==> config.mk <==
export PLATFORM = sky130hd
export DESIGN_NAME = muldiv_unit_flat
export DESIGN_NICKNAME = d
export VERILOG_FILES = /design/src/rtl/muldiv_pkg.sv /design/src/rtl/muldiv_if.sv /design/src/rtl/muldiv_unit.sv /design/src/flat_wrapper.sv
export SDC_FILE = /design/constraint.sdc
export NUM_CORES = 1
export LEC_CHECK = 0
export ABC_AREA = 1
export CORE_MARGIN = 1
export CORE_UTILIZATION = 40
export DETAILED_ROUTE_END_ITERATION = 16
export GPL_ROUTABILITY_DRIVEN = 0
export PLACE_DENSITY = 0.6
export SLEW_MARGIN = 20
export SYNTH_ARGS = -nofsm -noshare
export SYNTH_HDL_FRONTEND = slang
export SYNTH_SLANG_ARGS = --single-unit
==> constraint.sdc <==
create_clock -name clk_i -period 12.5 [get_ports clk_i]
set_input_delay 1.25 -clock clk_i [delete_from_list [all_inputs] [get_ports clk_i]]
set_output_delay 1.25 -clock clk_i [all_outputs]
set_load 0.03 [all_outputs]
==> src/rtl/muldiv_pkg.sv <==
// rtl/muldiv_pkg.sv - shared op encodings, FSM states and sign helpers for the mul/div unit
package muldiv_pkg;

    localparam int ITERATIONS = 32;

    // CALC leaves once the counter holds this value and is bumped one more time.
    localparam logic [5:0] CNT_LAST = 6'(ITERATIONS - 1);

    // funct3 encodings of the RV32M group
    localparam logic [2:0] OP_MUL    = 3'b000;
    localparam logic [2:0] OP_MULH   = 3'b001;
    localparam logic [2:0] OP_MULHSU = 3'b010;
    localparam logic [2:0] OP_MULHU  = 3'b011;
    localparam logic [2:0] OP_DIV    = 3'b100;
    localparam logic [2:0] OP_DIVU   = 3'b101;
    localparam logic [2:0] OP_REM    = 3'b110;
    localparam logic [2:0] OP_REMU   = 3'b111;

    typedef enum logic [1:0] {
        ST_IDLE = 2'd0,
        ST_CALC = 2'd1,
        ST_FIX  = 2'd2,
        ST_DONE = 2'd3
    } state_e;

    function automatic logic [31:0] neg32(input logic [31:0] v);
        return ~v + 32'd1;
    endfunction

    function automatic logic [63:0] neg64(input logic [63:0] v);
        return ~v + 64'd1;
    endfunction

    // Magnitude of v when it is interpreted as signed, else v untouched.
    // 0x80000000 maps to itself, which is the correct unsigned magnitude.
    function automatic logic [31:0] abs32(input logic [31:0] v, input logic is_signed);
        return (is_signed && v[31]) ? neg32(v) : v;
    endfunction

    function automatic logic rs1_is_signed(input logic [2:0] f3);
        return (f3 == OP_MULH) || (f3 == OP_MULHSU) || (f3 == OP_DIV) || (f3 == OP_REM);
    endfunction

    function automatic logic rs2_is_signed(input logic [2:0] f3);
        return (f3 == OP_MULH) || (f3 == OP_DIV) || (f3 == OP_REM);
    endfunction

endpackage

==> src/rtl/muldiv_if.sv <==
// rtl/muldiv_if.sv - request/response bundle between execute stage and mul/div unit
// start_i, funct3_i, rs1_i, rs2_i : request side, driven by the master
// busy_o, done_o, result_o        : response side, driven by the slave (the unit)
interface muldiv_if #(
    parameter int XLEN = 32
);
    logic            start_i;
    logic [2:0]      funct3_i;
    logic [XLEN-1:0] rs1_i;
    logic [XLEN-1:0] rs2_i;
    logic            busy_o;
    logic            done_o;
    logic [XLEN-1:0] result_o;

    modport master (
        output start_i, funct3_i, rs1_i, rs2_i,
        input  busy_o, done_o, result_o
    );

    modport slave (
        input  start_i, funct3_i, rs1_i, rs2_i,
        output busy_o, done_o, result_o
    );
endinterface

==> src/rtl/muldiv_unit.sv <==
// rtl/muldiv_unit.sv - iterative RV32M multiply/divide unit with fixed 34-cycle latency
// clk_i  : clock, rising edge
// rst_i  : asynchronous active-high reset
// bus    : muldiv_if.slave - start/funct3/rs1/rs2 in, busy/done/result out
module muldiv_unit
    import muldiv_pkg::*;
#(
    parameter int XLEN = 32
) (
    input  logic     clk_i,
    input  logic     rst_i,
    muldiv_if.slave  bus
);

    state_e            state_q, state_d;
    logic [5:0]        cnt_q;
    logic [2:0]        f3_q;
    logic              sign_a_q;
    logic              sign_b_q;
    // Multiply: multiplicand magnitude. Divide: divisor magnitude.
    logic [XLEN-1:0]   opnd_q;
    // Multiply: {partial product high, multiplier shifting out}.
    // Divide:   {partial remainder, dividend shifting out / quotient shifting in}.
    logic [2*XLEN-1:0] acc_q;
    logic [XLEN-1:0]   result_q;

    logic              accept;
    logic              is_div;
    logic [XLEN-1:0]   abs_a;
    logic [XLEN-1:0]   abs_b;
    logic [XLEN:0]     mul_sum;
    logic [XLEN:0]     rem_shift;
    logic [XLEN:0]     div_diff;
    logic [2*XLEN-1:0] acc_step;
    logic [2*XLEN-1:0] prod_fixed;
    logic [XLEN-1:0]   quo_fixed;
    logic [XLEN-1:0]   rem_fixed;
    logic [XLEN-1:0]   fix_result;

    // ------------------------------------------------------------------
    // FSM
    // ------------------------------------------------------------------
    always_ff @(posedge clk_i or posedge rst_i) begin
        if (rst_i) begin
            state_q <= ST_IDLE;
        end else begin
            state_q <= state_d;
        end
    end

    always_comb begin
        state_d = state_q;
        unique case (state_q)
            ST_IDLE: if (bus.start_i) state_d = ST_CALC;
            ST_CALC: if (cnt_q == CNT_LAST) state_d = ST_FIX;
            ST_FIX:  state_d = ST_DONE;
            ST_DONE: state_d = ST_IDLE;
            default: state_d = ST_IDLE;
        endcase
    end

    assign accept = (state_q == ST_IDLE) && bus.start_i;

    // ------------------------------------------------------------------
    // Operand conditioning at latch time
    // ------------------------------------------------------------------
    assign abs_a = abs32(bus.rs1_i, rs1_is_signed(bus.funct3_i));
    assign abs_b = abs32(bus.rs2_i, rs2_is_signed(bus.funct3_i));

    // ------------------------------------------------------------------
    // One iteration of either algorithm
    // ------------------------------------------------------------------
    assign is_div = f3_q[2];

    // Shift-add: add the multiplicand into the high half when the current
    // multiplier LSB is set, then shift the 65-bit {carry, acc} right.
    assign mul_sum = {1'b0, acc_q[2*XLEN-1:XLEN]} + (acc_q[0] ? {1'b0, opnd_q} : '0);

    // Restoring divide: bring the next dividend bit into the remainder and
    // try the subtraction. Because remainder < divisor before the shift,
    // 33 bits are enough for the sign of the trial to be exact.
    assign rem_shift = {acc_q[2*XLEN-1:XLEN], acc_q[XLEN-1]};
    assign div_diff  = rem_shift - {1'b0, opnd_q};

    always_comb begin
        acc_step = {mul_sum, acc_q[XLEN-1:1]};
        if (is_div) begin
            if (div_diff[XLEN]) begin
                acc_step = {rem_shift[XLEN-1:0], acc_q[XLEN-2:0], 1'b0};
            end else begin
                acc_step = {div_diff[XLEN-1:0], acc_q[XLEN-2:0], 1'b1};
            end
        end
    end

    // ------------------------------------------------------------------
    // Sign fix-up and result selection
    // ------------------------------------------------------------------
    assign prod_fixed = (sign_a_q ^ sign_b_q) ? neg64(acc_q) : acc_q;
    // A zero divisor yields an all-ones quotient that must stay all-ones
    // regardless of the dividend sign, so the negate is suppressed there.
    assign quo_fixed  = ((sign_a_q ^ sign_b_q) && (opnd_q != '0))
                        ? neg32(acc_q[XLEN-1:0]) : acc_q[XLEN-1:0];
    assign rem_fixed  = sign_a_q ? neg32(acc_q[2*XLEN-1:XLEN]) : acc_q[2*XLEN-1:XLEN];

    always_comb begin
        fix_result = '0;
        unique case (f3_q)
            OP_MUL:                        fix_result = prod_fixed[XLEN-1:0];
            OP_MULH, OP_MULHSU, OP_MULHU:  fix_result = prod_fixed[2*XLEN-1:XLEN];
            OP_DIV, OP_DIVU:               fix_result = quo_fixed;
            OP_REM, OP_REMU:               fix_result = rem_fixed;
            default:                       fix_result = '0;
        endcase
    end

    // ------------------------------------------------------------------
    // Datapath registers
    // ------------------------------------------------------------------
    always_ff @(posedge clk_i or posedge rst_i) begin
        if (rst_i) begin
            cnt_q    <= '0;
            f3_q     <= '0;
            sign_a_q <= 1'b0;
            sign_b_q <= 1'b0;
            opnd_q   <= '0;
            acc_q    <= '0;
            result_q <= '0;
        end else begin
            if (accept) begin
                cnt_q    <= '0;
                f3_q     <= bus.funct3_i;
                sign_a_q <= rs1_is_signed(bus.funct3_i) & bus.rs1_i[XLEN-1];
                sign_b_q <= rs2_is_signed(bus.funct3_i) & bus.rs2_i[XLEN-1];
                if (bus.funct3_i[2]) begin
                    opnd_q <= abs_b;
                    acc_q  <= {{XLEN{1'b0}}, abs_a};
                end else begin
                    opnd_q <= abs_a;
                    acc_q  <= {{XLEN{1'b0}}, abs_b};
                end
            end else if (state_q == ST_CALC) begin
                cnt_q <= cnt_q + 6'd1;
                acc_q <= acc_step;
            end else if (state_q == ST_FIX) begin
                result_q <= fix_result;
            end
        end
    end

    assign bus.busy_o   = (state_q != ST_IDLE);
    assign bus.done_o   = (state_q == ST_DONE);
    assign bus.result_o = result_q;

endmodule

==> src/flat_wrapper.sv <==
// flat-port wrapper written by rule: the top's interface ports become plain ports
module muldiv_unit_flat import muldiv_pkg::*;
#(
    parameter int XLEN = 32
)
  (clk_i, rst_i, bus_start_i, bus_funct3_i, bus_rs1_i, bus_rs2_i, bus_busy_o, bus_done_o, bus_result_o);
  muldiv_if #(.XLEN(XLEN)) bus_i ();
  input  logic clk_i;
  input  logic rst_i;
  input wire logic [$bits(bus_i.start_i)-1:0] bus_start_i;
  input wire logic [$bits(bus_i.funct3_i)-1:0] bus_funct3_i;
  input wire logic [$bits(bus_i.rs1_i)-1:0] bus_rs1_i;
  input wire logic [$bits(bus_i.rs2_i)-1:0] bus_rs2_i;
  output wire logic [$bits(bus_i.busy_o)-1:0] bus_busy_o;
  output wire logic [$bits(bus_i.done_o)-1:0] bus_done_o;
  output wire logic [$bits(bus_i.result_o)-1:0] bus_result_o;
  assign bus_i.start_i = bus_start_i;
  assign bus_i.funct3_i = bus_funct3_i;
  assign bus_i.rs1_i = bus_rs1_i;
  assign bus_i.rs2_i = bus_rs2_i;
  assign bus_busy_o = bus_i.busy_o;
  assign bus_done_o = bus_i.done_o;
  assign bus_result_o = bus_i.result_o;
  muldiv_unit #(.XLEN(XLEN)) u_core (.clk_i(clk_i), .rst_i(rst_i), .bus(bus_i));
endmodule
======== Yosys cells after proc, flatten, opt, wreduce, memory -nomap -nowiden ========
Index checks and enable logic that the tools add are counted.
word-level totals
  flip-flop bits (word level) ............. 141
  input port bits ......................... 70
cells by class
  equal/unequal tests ..................... 17
  reductions and logical operators ........ 19
  multiplexer cells ....................... 18
  $add $sub $neg .......................... 8
  bitwise gates (word level) .............. 10
operators by type and width
  kind                     count
  $mux W64                 5
  $mux W32                 7
  $add A32 B1 Y32 const B  4
  $not A32 Y32             4
  $pmux W32 S4             1
  $add A64 B1 Y64 const B  1
  $not A64 Y64             1
  $add A32 B33 Y33         1
  $sub A33 B32 Y33         1
  $reduce_bool A32 Y1      1
  $eq A3 B3 Y1 const B     6
  $mux W6                  2
  $eq A3 B2 Y1 const B     3
  $pmux W2 S4              1
  $add A6 B1 Y6 const B    1
  $eq A3 B1 Y1 const B     2
  $eq A6 B5 Y1 const B     1
  $logic_or A1 B1 Y1       5
  $eq A2 B2 Y1 const B     2
  $logic_and A1 B1 Y1      4
  $mux W2                  2
  $reduce_bool A2 Y1       2
  $reduce_or A2 Y1         2
  $logic_not A3 Y1         1
  10 further kinds         12

======== Logic depth before layout (Yosys ltp) ========
Gate-level depths: netlist (run 1).
  depth after elaboration ................. 8
  depth in mapped cells ................... 22

======== Worst setup path after synthesis (run 1) ========
OpenSTA, ideal clock, no wires.
  path type ............................... input to register
  from .................................... input bus_rs2_i[0]
  to ...................................... register u_core.acc_q[24]
  library setup time ...................... 0.126 ns
  setup slack ............................. 9.894 ns
  path buffers ............................ 0
  stages .................................. 10
  arrival ................................. 2.480 ns
  path through ............................ inv_1 ha_1 nand2_1 nor2_1 nand3_1 nand2_1 o21ai_0 xor2_1 a21boi_0 a21oi_1
between the ends
  cells in the longest elaborated chain, start to end .. 5
RTL lines
  element               line                text
  start, declared       flat_wrapper.sv:13  input wire logic [$bits(bus_i.rs2_i)-1:0] bus_rs2_i;
  $not A32 Y32          muldiv_pkg.sv:27    return ~v + 32'd1;
  $add A32 B1 Y32       muldiv_pkg.sv:27
  $mux W32              muldiv_pkg.sv:37    return (is_signed && v[31]) ? neg32(v) : v;
  $mux W32              muldiv_unit.sv:135  if (bus.funct3_i[2]) begin
  $mux W64              muldiv_unit.sv:130  if (accept) begin
  end signal, assigned  muldiv_unit.sv:137  acc_q <= {{XLEN{1'b0}}, abs_a};
  end signal, assigned  muldiv_unit.sv:140  acc_q <= {{XLEN{1'b0}}, abs_b};
  end signal, assigned  muldiv_unit.sv:144  acc_q <= acc_step;
  end, declared         muldiv_unit.sv:24   logic [2*XLEN-1:0] acc_q;
No other way between the ends.
A chain may end at the register's enable or synchronous reset.

======== Final worst setup path (run 1) ========
  from .................................... input bus_start_i
  to ...................................... register u_core.acc_q[3]
between the ends
  cells in the longest elaborated chain, start to end .. 2
  elaborated cells between the ends (all ways) .. 3
  those cells by class .................... mux (1); reduce/logical (2)
RTL lines
  element                                         line                text
  start, declared                                 flat_wrapper.sv:10  input wire logic [$bits(bus_i.start_i)-1:0] bus_start_i;
  $logic_and A1 B1 Y1 *                           muldiv_unit.sv:62   assign accept = (state_q == ST_IDLE) && bus.start_i;
  $mux W64 or $reduce_bool A2 Y1 (tied branches)  -
Mark *: on every way between the ends. The rest lies on a longest branch, timed or not.

==> results of run 1 <==
kinds of logic (layout without fill, tap and decap cells):
group                      after synthesis  after routing  share of synthesized area [%]
buffers and inverters                  603            652                           13.1
AOI/OAI and AO/OA                      395            395                           12.5
adders and majority gates               76             76                           5.20
and+or+nand+nor                       1968           1968                           46.1
xor gates and xnor gates                86             86                           4.05
DFF                                    141            141                           19.0
power by group through the flow:
stage	Combinational (mW)	Clock, mW	Sequential, mW
after global routing	4.95	0.555	1.10
after global placement	4.32	0	1.08
after detailed placement	4.36	0	1.08
after floorplan	3.19	0	0.952
after CTS	4.39	0.534	1.07
final	4.50	0.530	1.10
worst max path at each step:
stage / cells after the start / start / slack (ns) / to
2_1_floorplan: 1 / rst_i / 7.47 / u_core.acc_q[0]
3_3_place_gp: 10 / bus_start_i / 8.46 / u_core.acc_q[2]
3_5_place_dp: 10 / bus_start_i / 8.43 / u_core.acc_q[2]
4_1_cts: 10 / bus_start_i / 8.94 / u_core.acc_q[15]
5_1_grt: 10 / bus_start_i / 8.67 / u_core.acc_q[18]
6_report: 10 / bus_start_i / 8.88 / u_core.acc_q[3]
cell type report:
cell class	count	area share, %
well taps	600	3.66
repair buffers	122	5.72
multi-input cells	2525	61.5
inverters	498	9.13
clock inverters	15	0.737
clock buffers	17	2.07
flip-flops and latches	141	17.2
cell usage after synthesis (all sizes together):
| master | count | share of area (%) |
|---|---|---|
| o221ai | 4 | 0.19 |
| xnor2 | 17 | 0.80 |
| clkinv | 3 | 0.061 |
| fa | 2 | 0.22 |
| nand2 | 1116 | 24 |
| a221oi | 31 | 1.5 |
| and3 | 1 | 0.034 |
| a21oi | 139 | 3.9 |
| nand3 | 335 | 9.7 |
| or2 | 35 | 1.2 |
| o41ai | 1 | 0.047 |
| ha | 74 | 5.0 |
| and2 | 4 | 0.13 |
| a31oi | 8 | 0.27 |
| a211oi | 1 | 0.040 |
| nand4 | 46 | 1.5 |
| a21boi | 1 | 0.040 |
| o21a | 3 | 0.12 |
| dfrtp | 141 | 19 |
| xor2 | 69 | 3.3 |
| o31ai | 2 | 0.081 |
| a22oi | 7 | 0.28 |
| a32oi | 2 | 0.094 |
| nor2 | 377 | 8.3 |
| o21bai | 12 | 0.48 |
| nand3b | 11 | 0.44 |
| clkbuf | 57 | 1.2 |
| nor3 | 40 | 1.2 |
| inv | 495 | 10 |
| buf | 48 | 1.9 |
| nor4 | 3 | 0.10 |
| o21ai | 150 | 4.1 |
| a21o | 3 | 0.12 |
| o211ai | 31 | 1.3 |
metal layers:
| metal | GRT usage [%] | routed length [um] | vias to the layer above |
|---|---|---|---|
| met5 | 0 | 0 | - |
| met3 | 7.60 | 8280 | 194 |
| li1 | - | - | 10473 |
| met4 | 14.7 | 3820 | 0 |
| met1 | 43.7 | 32400 | 9871 |
| met2 | 48.4 | 32200 | 1225 |
registers in the layout, summed over array words and instances (netlist names):
register / cells
u_core.sign_a_q: 1
u_core.sign_b_q: 1
u_core.bus.result_o: 32
u_core.state_q: 2
u_core.cnt_q: 6
u_core.f3_q: 3
u_core.opnd_q: 32
u_core.acc_q: 64
worst max-delay path, cell delays in order:
cell	delay (ns)
clkdlybuf4s50_1	0.41
nand2_1	0.57
inv_1	0.13
buf_4	0.28
nor2_1	0.55
buf_4	0.36
a221oi_1	0.12
o21ai_0	0.12
a21oi_1	0.06
a21oi_1	0.14
==> results.json, run 1 <==
{
  "pwr-share-seq_pct": 17.9,
  "clk_pin_slew_ns": 0.08,
  "drc": 0,
  "hold_class": "reg2reg",
  "p_leak_nw": 10.6,
  "rrSetupSlack_ns": 9.10,
  "core_mm2": 0.0456,
  "power_density_mw_per_mm2": 298,
  "placed_area_mm2": 0.0200,
  "fin_hold_ws_ns": 0.477,
  "routed_wl_mm": 76.7,
  "p_comb_share_pct": 73.5,
  "final_area_mm2": 0.0205,
  "slew_viol_final": 0,
  "drtIter0Drc": 2748,
  "yosysWarnings": 0,
  "cp-end-kind": "register",
  "finalSetupTns_ns": 0,
  "post-route-util_pct": 45.1,
  "peakVddDrop_mv": 0.160,
  "dieArea_mm2": 0.0473,
  "p_total_mw": 6.13,
  "seq_area_mm2": 0.00353,
  "wire_per_inst_um": 19.6,
  "rr_worst_depth": 18,
  "layout_commonest_cell": "nand2_1",
  "cts_buffers": 17,
  "critical_path.startpoint_type": "input port",
  "firstDrtPassIters": 6,
  "syn-num-nets": 3415,
  "hold_path_startpoint": "u_core.bus.result_o[3]",
  "gr-total-overflow": 0,
  "cp_max_fo": 29,
  "multiInputGateArea_mm2": 0.0126,
  "switching_share_pct": 61.5,
  "regToRegEndpoint": "u_core.acc_q[61]",
  "fin_nets": 3451,
  "power_switching_mw": 3.77,
  "syn_avg_cell_area_um2": 5.68,
  "clk_latency_ns": 0.47,
  "yosysSeqAreaShare_pct": 19.0,
  "p_int_mw": 2.36,
  "grt_max_degree": 80,
  "vias": 21763,
  "syn_inst": 3269,
  "clkSinkCount": 141,
  "cts_setup_buffers": 0,
  "grt_usage_pct": 32.3,
  "drive_above_1_share_pct": 6.24,
  "synth_seq_cells": 141,
  "fin_crit_sh_pct": 29.0,
  "rows": 78,
  "cts_tree": "done",
  "crit_required_ns": 12.90,
  "ant_nets": 0,
  "min_to": "u_core.bus.result_o[3]",
  "status": "complete, no violations",
  "maxSlewHeadroom_pct": 22.8,
  "cts.hold.buffers_added": 0,
  "fmax_ghz": 0.276,
  "die_w_um": 217,
  "ctsRootBufferMaster": "clkbuf_16",
  "worst_ep_arrival_time_ns": 4.02,
  "cts_resized": 0,
  "worstMarginPinSlew_ns": 1.16,
  "setup_viol": 0,
  "start_util_pct": 40.8,
  "synth.distinct_cells": 56,
  "portBuffers": 103,
  "h-tree-depth": 4,
  "antenna_found_initial": 0,
  "crit_type": "in2reg",
  "fin_cells": 3918,
  "worstReg2RegStart": "u_core.acc_q[0]",
  "dp_slack_ns": 8.43,
  "hold_viol": 0,
  "die_y_um": 217,
  "avgViaCountPerCell": 5.55,
  "dp_hpwl_mm": 60.6,
  "grt_pass1_wl_mm": 117,
  "final_cell_mix": "1075 x nand2_1, 478 x inv_1, 346 x nor2_1, 315 x nand3_1, 141 x dfrtp_1",
  "cts_buffer_depth": 2,
  "hold_depth": 2,
  "ioPinCount": 104,
  "syn2layout_area_growth_pct": 10.6,
  "power_frac_clock_pct": 8.7,
  "rsz0062_at_grt": "no",
  "place_inst": 3886,
  "n_antenna_cell": 0,
  "fin_ws_ns": 8.88,
  "maxCapViolCount": 0,
  "fill_cells": 4948,
  "min_period_ns": 3.62,
  "grt_pass1_vias": 19670,
  "clock_skew_ns": 0.0148,
  "syn_area_mm2": 0.0186
}
Power figures use the tool's default switching activity.
==> run 2: changes to the inputs <==
- clock period: 12.5 -> 3.5 ns (I/O delays scaled with it)
==> results.json, run 2 (synthesis gave the netlist of run 1 again) <==
{
  "status": "complete, no violations",
  "drive_above_1_share_pct": 6.77,
  "vias": 21915,
  "clock_skew_ns": 0.0171,
  "antenna_found_initial": 1,
  "ant_nets": 0,
  "p_leak_nw": 10.6,
  "p_comb_share_pct": 73.8,
  "setup_viol": 0,
  "die_y_um": 217,
  "power_switching_mw": 13.4,
  "cts_resized": 0,
  "p_total_mw": 21.9,
  "power_density_mw_per_mm2": 1060,
  "hold_class": "in2async",
  "rr_worst_depth": 15,
  "grt_usage_pct": 32.2,
  "layout_commonest_cell": "nand2_1",
  "wire_per_inst_um": 19.5,
  "rrSetupSlack_ns": 0.48,
  "clk_pin_slew_ns": 0.08,
  "maxCapViolCount": 0,
  "largest_reg_flops": 64,
  "critical_path.startpoint_type": "register",
  "start_util_pct": 40.8,
  "cts_setup_buffers": 0,
  "maxSlewHeadroom_pct": 34.9,
  "cts_buffers": 17,
  "rsz0062_at_grt": "no",
  "pwr-share-seq_pct": 17.7,
  "largest-register": "u_core.acc_q",
  "final_cell_mix": "1075 x nand2_1, 478 x inv_1, 345 x nor2_1, 315 x nand3_1, 141 x dfrtp_1",
  "cp-end-kind": "register",
  "switching_share_pct": 61.2,
  "dp_hpwl_mm": 61.3,
  "finalSetupTns_ns": 0,
  "ioPinCount": 104,
  "min_period_ns": 3.02,
  "slew_viol_final": 0,
  "crit_required_ns": 3.86,
  "grt_pass1_wl_mm": 116,
  "drc": 0,
  "firstDrtPassIters": 8,
  "gr-total-overflow": 0,
  "crit_type": "reg2reg",
  "clkSinkCount": 141,
  "fmax_ghz": 0.331,
  "power_frac_clock_pct": 8.5,
  "cp_max_fo": 6,
  "worstMarginPinSlew_ns": 0.976,
  "grt_pass1_vias": 19803,
  "dieArea_mm2": 0.0473,
  "portBuffers": 103,
  "cts_tree": "done",
  "regToRegEndpoint": "u_core.acc_q[61]",
  "n_antenna_cell": 0,
  "hold_viol": 0,
  "peakVddDrop_mv": 0.614,
  "grt_max_degree": 142,
  "avgViaCountPerCell": 5.57,
  "p_int_mw": 8.49,
  "cts.hold.buffers_added": 0,
  "clk_latency_ns": 0.48,
  "worstReg2RegStart": "u_core.acc_q[32]",
  "die_w_um": 217,
  "ctsRootBufferMaster": "clkbuf_16",
  "rows": 78,
  "fin_nets": 3469,
  "cts_buffer_depth": 2,
  "drtIter0Drc": 2665,
  "worst_ep_arrival_time_ns": 3.38,
  "routed_wl_mm": 76.8,
  "fin_crit_sh_pct": 86.3,
  "h-tree-depth": 4,
  "syn2layout_area_growth_pct": 11.4,
  "core_mm2": 0.0456
}
## run 2: changes by cell type in the layout (fill, tap and decap cells not counted)
cell | previous run | this run
nor2_1 | 346 | 345
nor2_2 | 19 | 20
inv_6 | 8 | 4
clkinv_8 | 0 | 3
clkinvlp_4 | 2 | 4
buf_12 | 0 | 2
bufinv_16 | 1 | 0
clkinv_4 | 2 | 3
buf_4 | 19 | 35
clkinv_2 | 1 | 0
## run 2: power by group through the flow
| stage | logic [mW] | clock network [mW] | registers (mW) |
|---|---|---|---|
| 2_1_floorplan | 11.4 | 0 | 3.40 |
| 4_1_cts | 15.8 | 1.88 | 3.76 |
| 3_5_place_dp | 15.7 | 0 | 3.78 |
| 6_report | 16.1 | 1.86 | 3.86 |
| 3_3_place_gp | 15.5 | 0 | 3.77 |
| 5_1_grt | 17.8 | 1.94 | 3.87 |
## run 2: per-layer routing
layer,wire length (um),vias to the layer above,GRT usage [%]
li1,-,10495,-
met1,32600,10059,43.8
met2,32200,1189,47.8
met3,7560,170,6.16
met4,4400,2,17.5
met5,9,-,0
## run 2: worst max-delay path by stage
stage | to | start | slack (ns) | cells past startpoint
final | u_core.acc_q[61] | u_core.acc_q[32] | 0.48 | 15
after global routing | u_core.acc_q[61] | u_core.acc_q[0] | 0.26 | 17
after CTS | u_core.acc_q[61] | u_core.acc_q[0] | 0.57 | 17
after detailed placement | u_core.acc_q[61] | u_core.acc_q[0] | 0.57 | 17
after global placement | u_core.acc_q[25] | bus_funct3_i[2] | 0.60 | 13
after floorplan | u_core.acc_q[61] | u_core.acc_q[0] | 0.94 | 19
## run 2: metrics by stage
stage	instances	instance area (um^2)	utilization, %	setup slack [ns]	hold WS, ns
floorplan	3269	18600	-	0.942	0.454
global placement	3904	20100	44.1	0.597	0.490
detailed placement	3904	20100	44.1	0.574	0.497
CTS	3936	20700	45.4	0.565	0.488
global route	3936	20700	45.4	0.257	0.537
finish	3936	20700	45.4	0.480	0.433
## run 2: final cells by class
type | count | area (um^2)
sequential | 141 | 3530
clock inverter | 15 | 155
multi-input combinational | 2525 | 12600
clock buffer | 17 | 425
tap | 600 | 751
fill | 4968 | 24900
timing repair buffer | 140 | 1330
inverter | 498 | 1870
## run 2: worst max-delay path, cell delays in order (launching register included)
cell and delay (ns):
dfrtp_1 0.53, ha_1 0.32, inv_1 0.11, fa_1 0.39, inv_1 0.12, nand3_1 0.08, nand2_1 0.17, inv_1 0.06
nor2_1 0.12, nor2_1 0.08, o21ai_0 0.38, nand2_1 0.19, nand3_1 0.11, nand3_1 0.09, nand3_1 0.10, nand2_1 0.06
